## src/rtl/div_pkg.sv

```systemverilog
// Shared types and constants for the sequential restoring divider.
package div_pkg;

  typedef enum logic [1:0] {
    S_IDLE = 2'd0,
    S_RUN  = 2'd1,
    S_ZERO = 2'd2,
    S_DONE = 2'd3
  } div_state_e;

  localparam int DIV_WIDTH = 24;

  // The bit counter has to hold the value WIDTH itself, not just WIDTH-1.
  function automatic int cnt_width(input int w);
    return $clog2(w + 1);
  endfunction

  localparam int DIV_CNT_W = cnt_width(DIV_WIDTH);

endpackage

```

## src/rtl/div_sub_step.sv

```systemverilog
// One restoring-division step: trial-subtract the divisor from the shifted
// partial remainder and keep the difference only if it is non-negative.
module div_sub_step #(
  parameter int WIDTH = 24
) (
  input  logic [WIDTH:0]   i_shifted_rem,
  input  logic [WIDTH-1:0] i_divisor,
  output logic [WIDTH:0]   o_next_rem,
  output logic             o_qbit
);

  logic [WIDTH+1:0] w_diff;

  // One extra bit so the sign of the trial difference is visible.
  assign w_diff     = {1'b0, i_shifted_rem} - {2'b00, i_divisor};
  assign o_qbit     = ~w_diff[WIDTH+1];
  assign o_next_rem = o_qbit ? w_diff[WIDTH:0] : i_shifted_rem;

endmodule

```

## src/rtl/seq_divider_24.sv

```systemverilog
// Multi-cycle unsigned restoring divider, one quotient bit per clock.
// Optional remainder output is built only when SEQ_DIV_REM_EN is defined.
module seq_divider_24
  import div_pkg::*;
#(
  parameter int WIDTH = DIV_WIDTH
) (
  input  logic             clk,
  input  logic             rst_n,
  input  logic             start,
  input  logic [WIDTH-1:0] dividend,
  input  logic [WIDTH-1:0] divisor,
  output logic             ready,
  output logic             done,
  output logic [WIDTH-1:0] quotient,
  output logic [WIDTH-1:0] remainder,
  output logic             div_zero
);

  localparam int CNT_W = cnt_width(WIDTH);

  div_state_e       r_state;
  div_state_e       w_state_next;
  logic [CNT_W-1:0] r_count;
  logic [WIDTH-1:0] r_work;
  logic [WIDTH:0]   r_rem;
  logic [WIDTH-1:0] r_divisor;
  logic [WIDTH-1:0] r_quotient;
  logic             r_div_zero;

  logic             w_accept;
  logic             w_last_step;
  logic [WIDTH:0]   w_shifted_rem;
  logic [WIDTH:0]   w_next_rem;
  logic             w_qbit;
  logic [WIDTH-1:0] w_next_work;

  assign ready       = (r_state == S_IDLE) || (r_state == S_DONE);
  assign done        = (r_state == S_DONE);
  assign w_accept    = start && ready;
  assign w_last_step = (r_state == S_RUN) && (r_count == CNT_W'(1));

  // r_work starts as the dividend and fills with quotient bits from the right.
  assign w_shifted_rem = {r_rem[WIDTH-1:0], r_work[WIDTH-1]};
  assign w_next_work   = {r_work[WIDTH-2:0], w_qbit};

  div_sub_step #(
    .WIDTH(WIDTH)
  ) u_step (
    .i_shifted_rem(w_shifted_rem),
    .i_divisor    (r_divisor),
    .o_next_rem   (w_next_rem),
    .o_qbit       (w_qbit)
  );

  always_comb begin
    w_state_next = r_state;
    case (r_state)
      S_IDLE, S_DONE: begin
        if (start) begin
          w_state_next = (divisor == '0) ? S_ZERO : S_RUN;
        end else begin
          w_state_next = S_IDLE;
        end
      end
      S_RUN:   if (w_last_step) w_state_next = S_DONE;
      S_ZERO:  w_state_next = S_DONE;
      default: w_state_next = S_IDLE;
    endcase
  end

  always_ff @(posedge clk or negedge rst_n) begin
    if (!rst_n) begin
      r_state <= S_IDLE;
    end else begin
      r_state <= w_state_next;
    end
  end

  always_ff @(posedge clk or negedge rst_n) begin
    if (!rst_n) begin
      r_count    <= '0;
      r_work     <= '0;
      r_rem      <= '0;
      r_divisor  <= '0;
      r_quotient <= '0;
      r_div_zero <= 1'b0;
    end else if (w_accept) begin
      r_count    <= CNT_W'(WIDTH);
      r_work     <= dividend;
      r_rem      <= '0;
      r_divisor  <= divisor;
      r_div_zero <= 1'b0;
    end else if (r_state == S_RUN) begin
      r_count <= r_count - CNT_W'(1);
      r_work  <= w_next_work;
      r_rem   <= w_next_rem;
      if (w_last_step) begin
        r_quotient <= w_next_work;
      end
    end else if (r_state == S_ZERO) begin
      r_quotient <= '1;
      r_div_zero <= 1'b1;
    end
  end

  assign quotient = r_quotient;
  assign div_zero = r_div_zero;

`ifdef SEQ_DIV_REM_EN
  logic [WIDTH-1:0] r_rem_out;

  // In ZERO the untouched dividend still sits in r_work.
  always_ff @(posedge clk or negedge rst_n) begin
    if (!rst_n) begin
      r_rem_out <= '0;
    end else if (!w_accept) begin
      if (w_last_step) begin
        r_rem_out <= w_next_rem[WIDTH-1:0];
      end else if (r_state == S_ZERO) begin
        r_rem_out <= r_work;
      end
    end
  end

  assign remainder = r_rem_out;
`else
  assign remainder = '0;
`endif

endmodule

```

## config.mk

```make
export PLATFORM = sky130hd
export DESIGN_NAME = seq_divider_24
export DESIGN_NICKNAME = d
export VERILOG_FILES = /design/src/rtl/div_pkg.sv /design/src/rtl/div_sub_step.sv /design/src/rtl/seq_divider_24.sv
export SDC_FILE = /design/constraint.sdc
export NUM_CORES = 1
export LEC_CHECK = 0
export ABC_AREA = 1
export BUFFER_PORTS_ARGS = -buffer_cell sky130_fd_sc_hd__buf_4
export CAP_MARGIN = 25
export CORE_MARGIN = 2
export CORE_UTILIZATION = 55
export DETAILED_ROUTE_END_ITERATION = 6
export PLACE_DENSITY = 0.78
export SLEW_MARGIN = 5
export SYNTH_ARGS = -nofsm -noshare
export SYNTH_HDL_FRONTEND = slang
export SYNTH_SLANG_ARGS = --single-unit
export TNS_END_PERCENT = 20
```

## constraint.sdc

```tcl
create_clock -name clk -period 3.71 [get_ports clk]
set_input_delay 0.742 -clock clk [delete_from_list [all_inputs] [get_ports clk]]
set_output_delay 0.742 -clock clk [all_outputs]
set_load 0.02 [all_outputs]
```

# After elaboration in Yosys (flattened, before gate mapping)
# Cells that the tools add are included.
# op_classes
add_sub_neg	2
eq_ne	6
n_mux	17
bitwise	2
reduce_logical	11
# op_table
op	count
$mux W24	8
$sub A25 B24 Y26	1
$logic_not A24 Y1	1
$mux W5	2
$mux W2	3
$pmux W2 S3	1
$reduce_bool A2 Y1	3
$eq A5 B1 Y1 const B	1
$sub A5 B1 Y5 const B	1
$eq A2 B2 Y1 const B	2
$ne A2 B2 Y1 const B	2
$mux W1	3
$reduce_and A3 Y1	1
$eq A2 B1 Y1 const B	1
$logic_and A1 B1 Y1	2
$logic_not A2 Y1	1
$not A1 Y1	2
$reduce_and A2 Y1	1
$reduce_or A2 Y1	1
$logic_or A1 B1 Y1	1
# word_totals
ff_bits	104
inputBits	51
output_inout_bits	51
word_cells	45

# Longest topological paths before layout
# logic_depth
depth_word	5
depth_mapped	15
mapped_depth_nobuf	15

# Cells and area by module
# A second synthesis with hierarchy kept.
# hier_totals
cells_unflattened	997
area_unflattened_um2	6882.9
# modules_own_cells
module	instances	cells_each	area_per_inst_um2	seq_area_each_um2
seq_divider_24	1	513	4543.1	2602.5
div_sub_step	1	484	2339.7	0.0

# Worst setup path after synthesis
# OpenSTA, ideal clock, no wires.
# synth_timing
path_type	register -> register
from	reg r_state[0]
to	reg r_rem[14]
setup_ns	0.066
t_arrival_ns	1.906
required_time_ns	3.644
path_slack_ns	1.738
path_stages_with_launch	10
n_path_buf	2
synth_period_minus_slack_ns	1.972
cell_sequence	dfrtp_1 > inv_1 > ha_1 > nand2_1 > inv_2 > nor2_1 > buf_2 > buf_1 > nand2_1 > nand2_1
# synth_via
elab_chain_len	4
word_cells_on_any_way	7
cone_classes	eq/ne (2); mux (1); reduce/logical (4)
# synth_rtl
element	line	rtl
start: declaration	seq_divider_24.sv:22	div_state_e r_state;
start signal: assignment	seq_divider_24.sv:76	r_state <= w_state_next;
$eq A2 B2 Y1 or $logic_not A2 Y1 (tied branches)	seq_divider_24.sv:38	assign ready = (r_state == S_IDLE) || (r_state == S_DONE);
$logic_or A1 B1 Y1 (*)	seq_divider_24.sv:38	
named net ready	seq_divider_24.sv:13	output logic ready,
$logic_and A1 B1 Y1 (*)	seq_divider_24.sv:40	assign w_accept = start && ready;
$mux W24 or $reduce_bool A2 Y1 (tied branches)	-	
end signal: assignment	seq_divider_24.sv:97	r_rem <= w_next_rem;
end: declaration	seq_divider_24.sv:26	logic [WIDTH:0] r_rem;
# Mark *: on every way through the listed nets, which the timed path passes. The rest lies on a longest branch.
# A chain may end at the register's enable or synchronous reset.

# Worst setup path after layout
# layout_timing
from	reg r_state[0]
to	reg r_work[23]
# layout_via
elab_chain_len	4
word_cells_on_any_way	7
cone_classes	eq/ne (2); mux (1); reduce/logical (4)
# layout_rtl
element	line	rtl
$eq A2 B2 Y1 or $logic_not A2 Y1 (tied branches)	seq_divider_24.sv:38	
$logic_or A1 B1 Y1	seq_divider_24.sv:38	
$logic_and A1 B1 Y1	seq_divider_24.sv:40	
$mux W24 or $reduce_bool A2 Y1 (tied branches)	-	
end signal: assignment	seq_divider_24.sv:90	r_work <= dividend;
end signal: assignment	seq_divider_24.sv:96	r_work <= w_next_work;
end: declaration	seq_divider_24.sv:25	logic [WIDTH-1:0] r_work;
# Parallel ways exist; a longest one is shown, timed or not.

==> results.md <==
* # diodes at 0
* Iteration-0 DRC Markers at roughly 330
* Final ANT Viol Nets at 0
* Largest net degree at the start of global routing at 80
* Worst slew pin tran at about 0.84 ns
* DRC at 1
* Total CTS buffers at 9
* Worst Hold Class: primary input to async pin
* Initial Util at between 50% and 60%
* Crit path launch type: flip-flop
* Post-DP HPWL at between 10000 and 15000 µm
* DIE AREA at between 10000 and 15000 µm²
* Ys async rst share at between 90% and 100%
* Max VDD drop at between 0.8 and 0.9 mV
* Antenna violations before repair at 0
* GRT overflow at 0
* Count of cell types in the netlist at 39
* Min setup slack post-route at about 1.2 ns
* Vias in the first global route at between 5000 and 6000
* Cell area after synthesis at ~6500 µm²
* Max-cap violations at 0
* WL/cell at approximately 14 µm
* CTS Sinks at between 100 and 150
* Skew-Pair Late Insertion Delay at about 0.36 ns
* Worst-case register-to-register setup slack at ~1.2 ns
* Required time of the critical path at between 3 and 4 ns
* Layout cells sized above 1 at 12.41%
* Critical path, cell by cell: inv_1 > ha_1 > nand2_1 > inv_2 > nor2_2 > inv_1 > o221ai_1
* Power per Cell Area at around 1000 nW/µm²
* Routed vias/inst at between 5 and 6
* Via count at between 5000 and 6000
* Mean Syn Cell Area at about 7.2 µm²
* CTS resizes at 0
* Drt pass-1 iters at 7
* Area growth, synth to finish at 14.53%
* Crit share post-route at ~67%
* Pre-CTS WS at 1.200 ns
* H-tree Lvls at 3
* Yosys reg bits at roughly 100
* Number of I/O port buffers at between 70 and 80
* CP max-delay cell: nor2_2
* CP most frequent cell: inv_1
* Worst Path Max Fanout at 21
* Cell class contributing the biggest share of worst-path delay: simple AND/OR/NAND/NOR gates
* Number of synthesized flops with an enable pin at 0
* Setup TNS at 0 ns
* Total track usage at between 20% and 30%
* Setup Fix Bufs, Post-CTS at 0
* Final setup viols at 0
* Most common cell after layout, fill and taps aside: nand2_1
* Most frequent cells in the layout: nand2_1 (335), inv_1 (143), dfrtp_1 (104)
* Row cnt at 39
* Overall routed net length at roughly 16000 µm
* CP max stage delay at 0.65 ns
* Clock root cell: clkbuf_16
* Failing checks: design-rule violations
* Buffers and inverters on the worst path at 3
* Max-slew headroom at between 40% and 50%
* Worst Setup End Kind: flip-flop
* Clock transition at path regs at roughly 0.070 ns
* Status: complete, but fails checks
* Crit path arrival time at 2.74 ns
* Ports at 102
* Chip Width at between 100 and 150 µm
* Final net count at approximately 1100
* Core Box Area at 11520 µm²
* Die Y at roughly 110 µm
* Power Total at just under 0.008 W
* CTS tree: done
* Leak pwr at approximately 4.1 nW
* Max Fclk at 0.4048 GHz
* Final hold vios at 0
* Crit path time final at around 2.5 ns
* Final Max Tran Viols at 0
* Clk buf depth at 2
* Worst Setup Path Type: flip-flop to flip-flop
* Cells after Synth at between 900 and 1000
* First-pass GRT wire length at 26750 µm
* RSZ-0062 raised after global routing: false
* Syn. warnings at 0
* RePlAce Congestion at between 0.9 and 1
* Worst Skew at around 0.008 ns
* Main synth FF type: dfrtp_1
* Hold buffer count at CTS at 0
* Post-synthesis sequential area ratio at between 30% and 40%
==> synth_stat cells (3+ instances only) <==
cell | instances | share of area, %
nor4_1 | 4 | 0.38
o21ai_0 | 33 | 2.5
xnor2_1 | 8 | 1.1
inv_1 | 143 | 8.2
buf_2 | 11 | 0.84
nand2_1 | 335 | 19
dfrtp_1 | 104 | 40
o22a_1 | 22 | 3.0
nand4_1 | 11 | 1.1
nand3_1 | 72 | 5.5
a21oi_1 | 13 | 1.0
clkbuf_1 | 11 | 0.63
nand2_2 | 5 | 0.48
inv_2 | 4 | 0.23
nor2_1 | 30 | 1.7
nand3b_1 | 16 | 1.8
o21ai_1 | 3 | 0.23
buf_4 | 24 | 2.8
nor2_2 | 3 | 0.29
ha_1 | 29 | 5.6
==> state kept, by name, summed over array words and instances, names as in the netlist <==
signal / flops
r_rem: 24
quotient: 24
r_state: 2
r_work: 24
div_zero: 1
r_divisor: 24
r_count: 5
==> layout make-up <==
cell class	count	area, µm²
inverter	147	551.8
tap	143	178.9
fill	1002	4049
multi-input combinational	629	3159
clock buffer	10	229.0
clock inverter	6	72.57
sequential	104	2603
timing repair buffer	87	673.1
==> metal layers <==
metal | vias up | track usage, % | wire length [µm]
met5 | - | 0 | 0
met3 | 29 | 4.713 | 894
met2 | 176 | 43.33 | 7358
li1 | 2933 | - | -
met1 | 2711 | 34.40 | 6902
met4 | 0 | 9.106 | 382
==> path summary, 6_finish.rpt <==
check | cells after the start | to | startpoint
max | 7 | r_work[23] | r_state[0]
min | 1 | r_count[1] | rst_n
max reg2reg | 7 | r_work[23] | r_state[0]
min reg2reg | 2 | r_divisor[9] | r_divisor[9]
max in group asynchronous | 3 | r_rem[19] | rst_n
min in group clk | 2 | r_divisor[9] | r_divisor[9]
==> logic make-up (layout without fill, tap and decap cells) <==
family	count (synthesis)	count (layout)	synth area share, %
AO/OA/AOI/OAI	83	83	8.233
XOR/XNOR	9	9	1.209
adder cells (fa/ha/maj)	30	30	5.872
buffers and inverters	196	250	13.11
flip-flops	104	104	39.92
other	1	24	0.05752
AND/OR/NAND/NOR	483	483	31.61
==> through the flow <==
| stage | utilization, % | hold WS [ns] | cells | instance area [µm²] |
|---|---|---|---|---|
| 6_report | 64.84 | 0.2044 | 1126 | 7467 |
| 3_3_place_gp | 61.98 | 0.4669 | 1109 | 7138 |
| 2_1_floorplan | - | 0.4464 | 929 | 6606 |
| 4_1_cts | 64.60 | 0.4902 | 1125 | 7440 |
| 5_1_grt | 64.84 | 0.1928 | 1126 | 7467 |
| 3_5_place_dp | 61.98 | 0.4734 | 1109 | 7138 |
==> power by group <==
group / leakage, nW / internal, W / switching (W) / total, W
Sequential: 1.25 / 0.00165 / 0.000319 / 0.00197
Combinational: 2.71 / 0.00174 / 0.00310 / 0.00483
Clock: 0.144 / 0.000532 / 0.000435 / 0.000967
Total: 4.10 / 0.00392 / 0.00385 / 0.00777
Note: power is estimated with default switching activity, not from simulation.
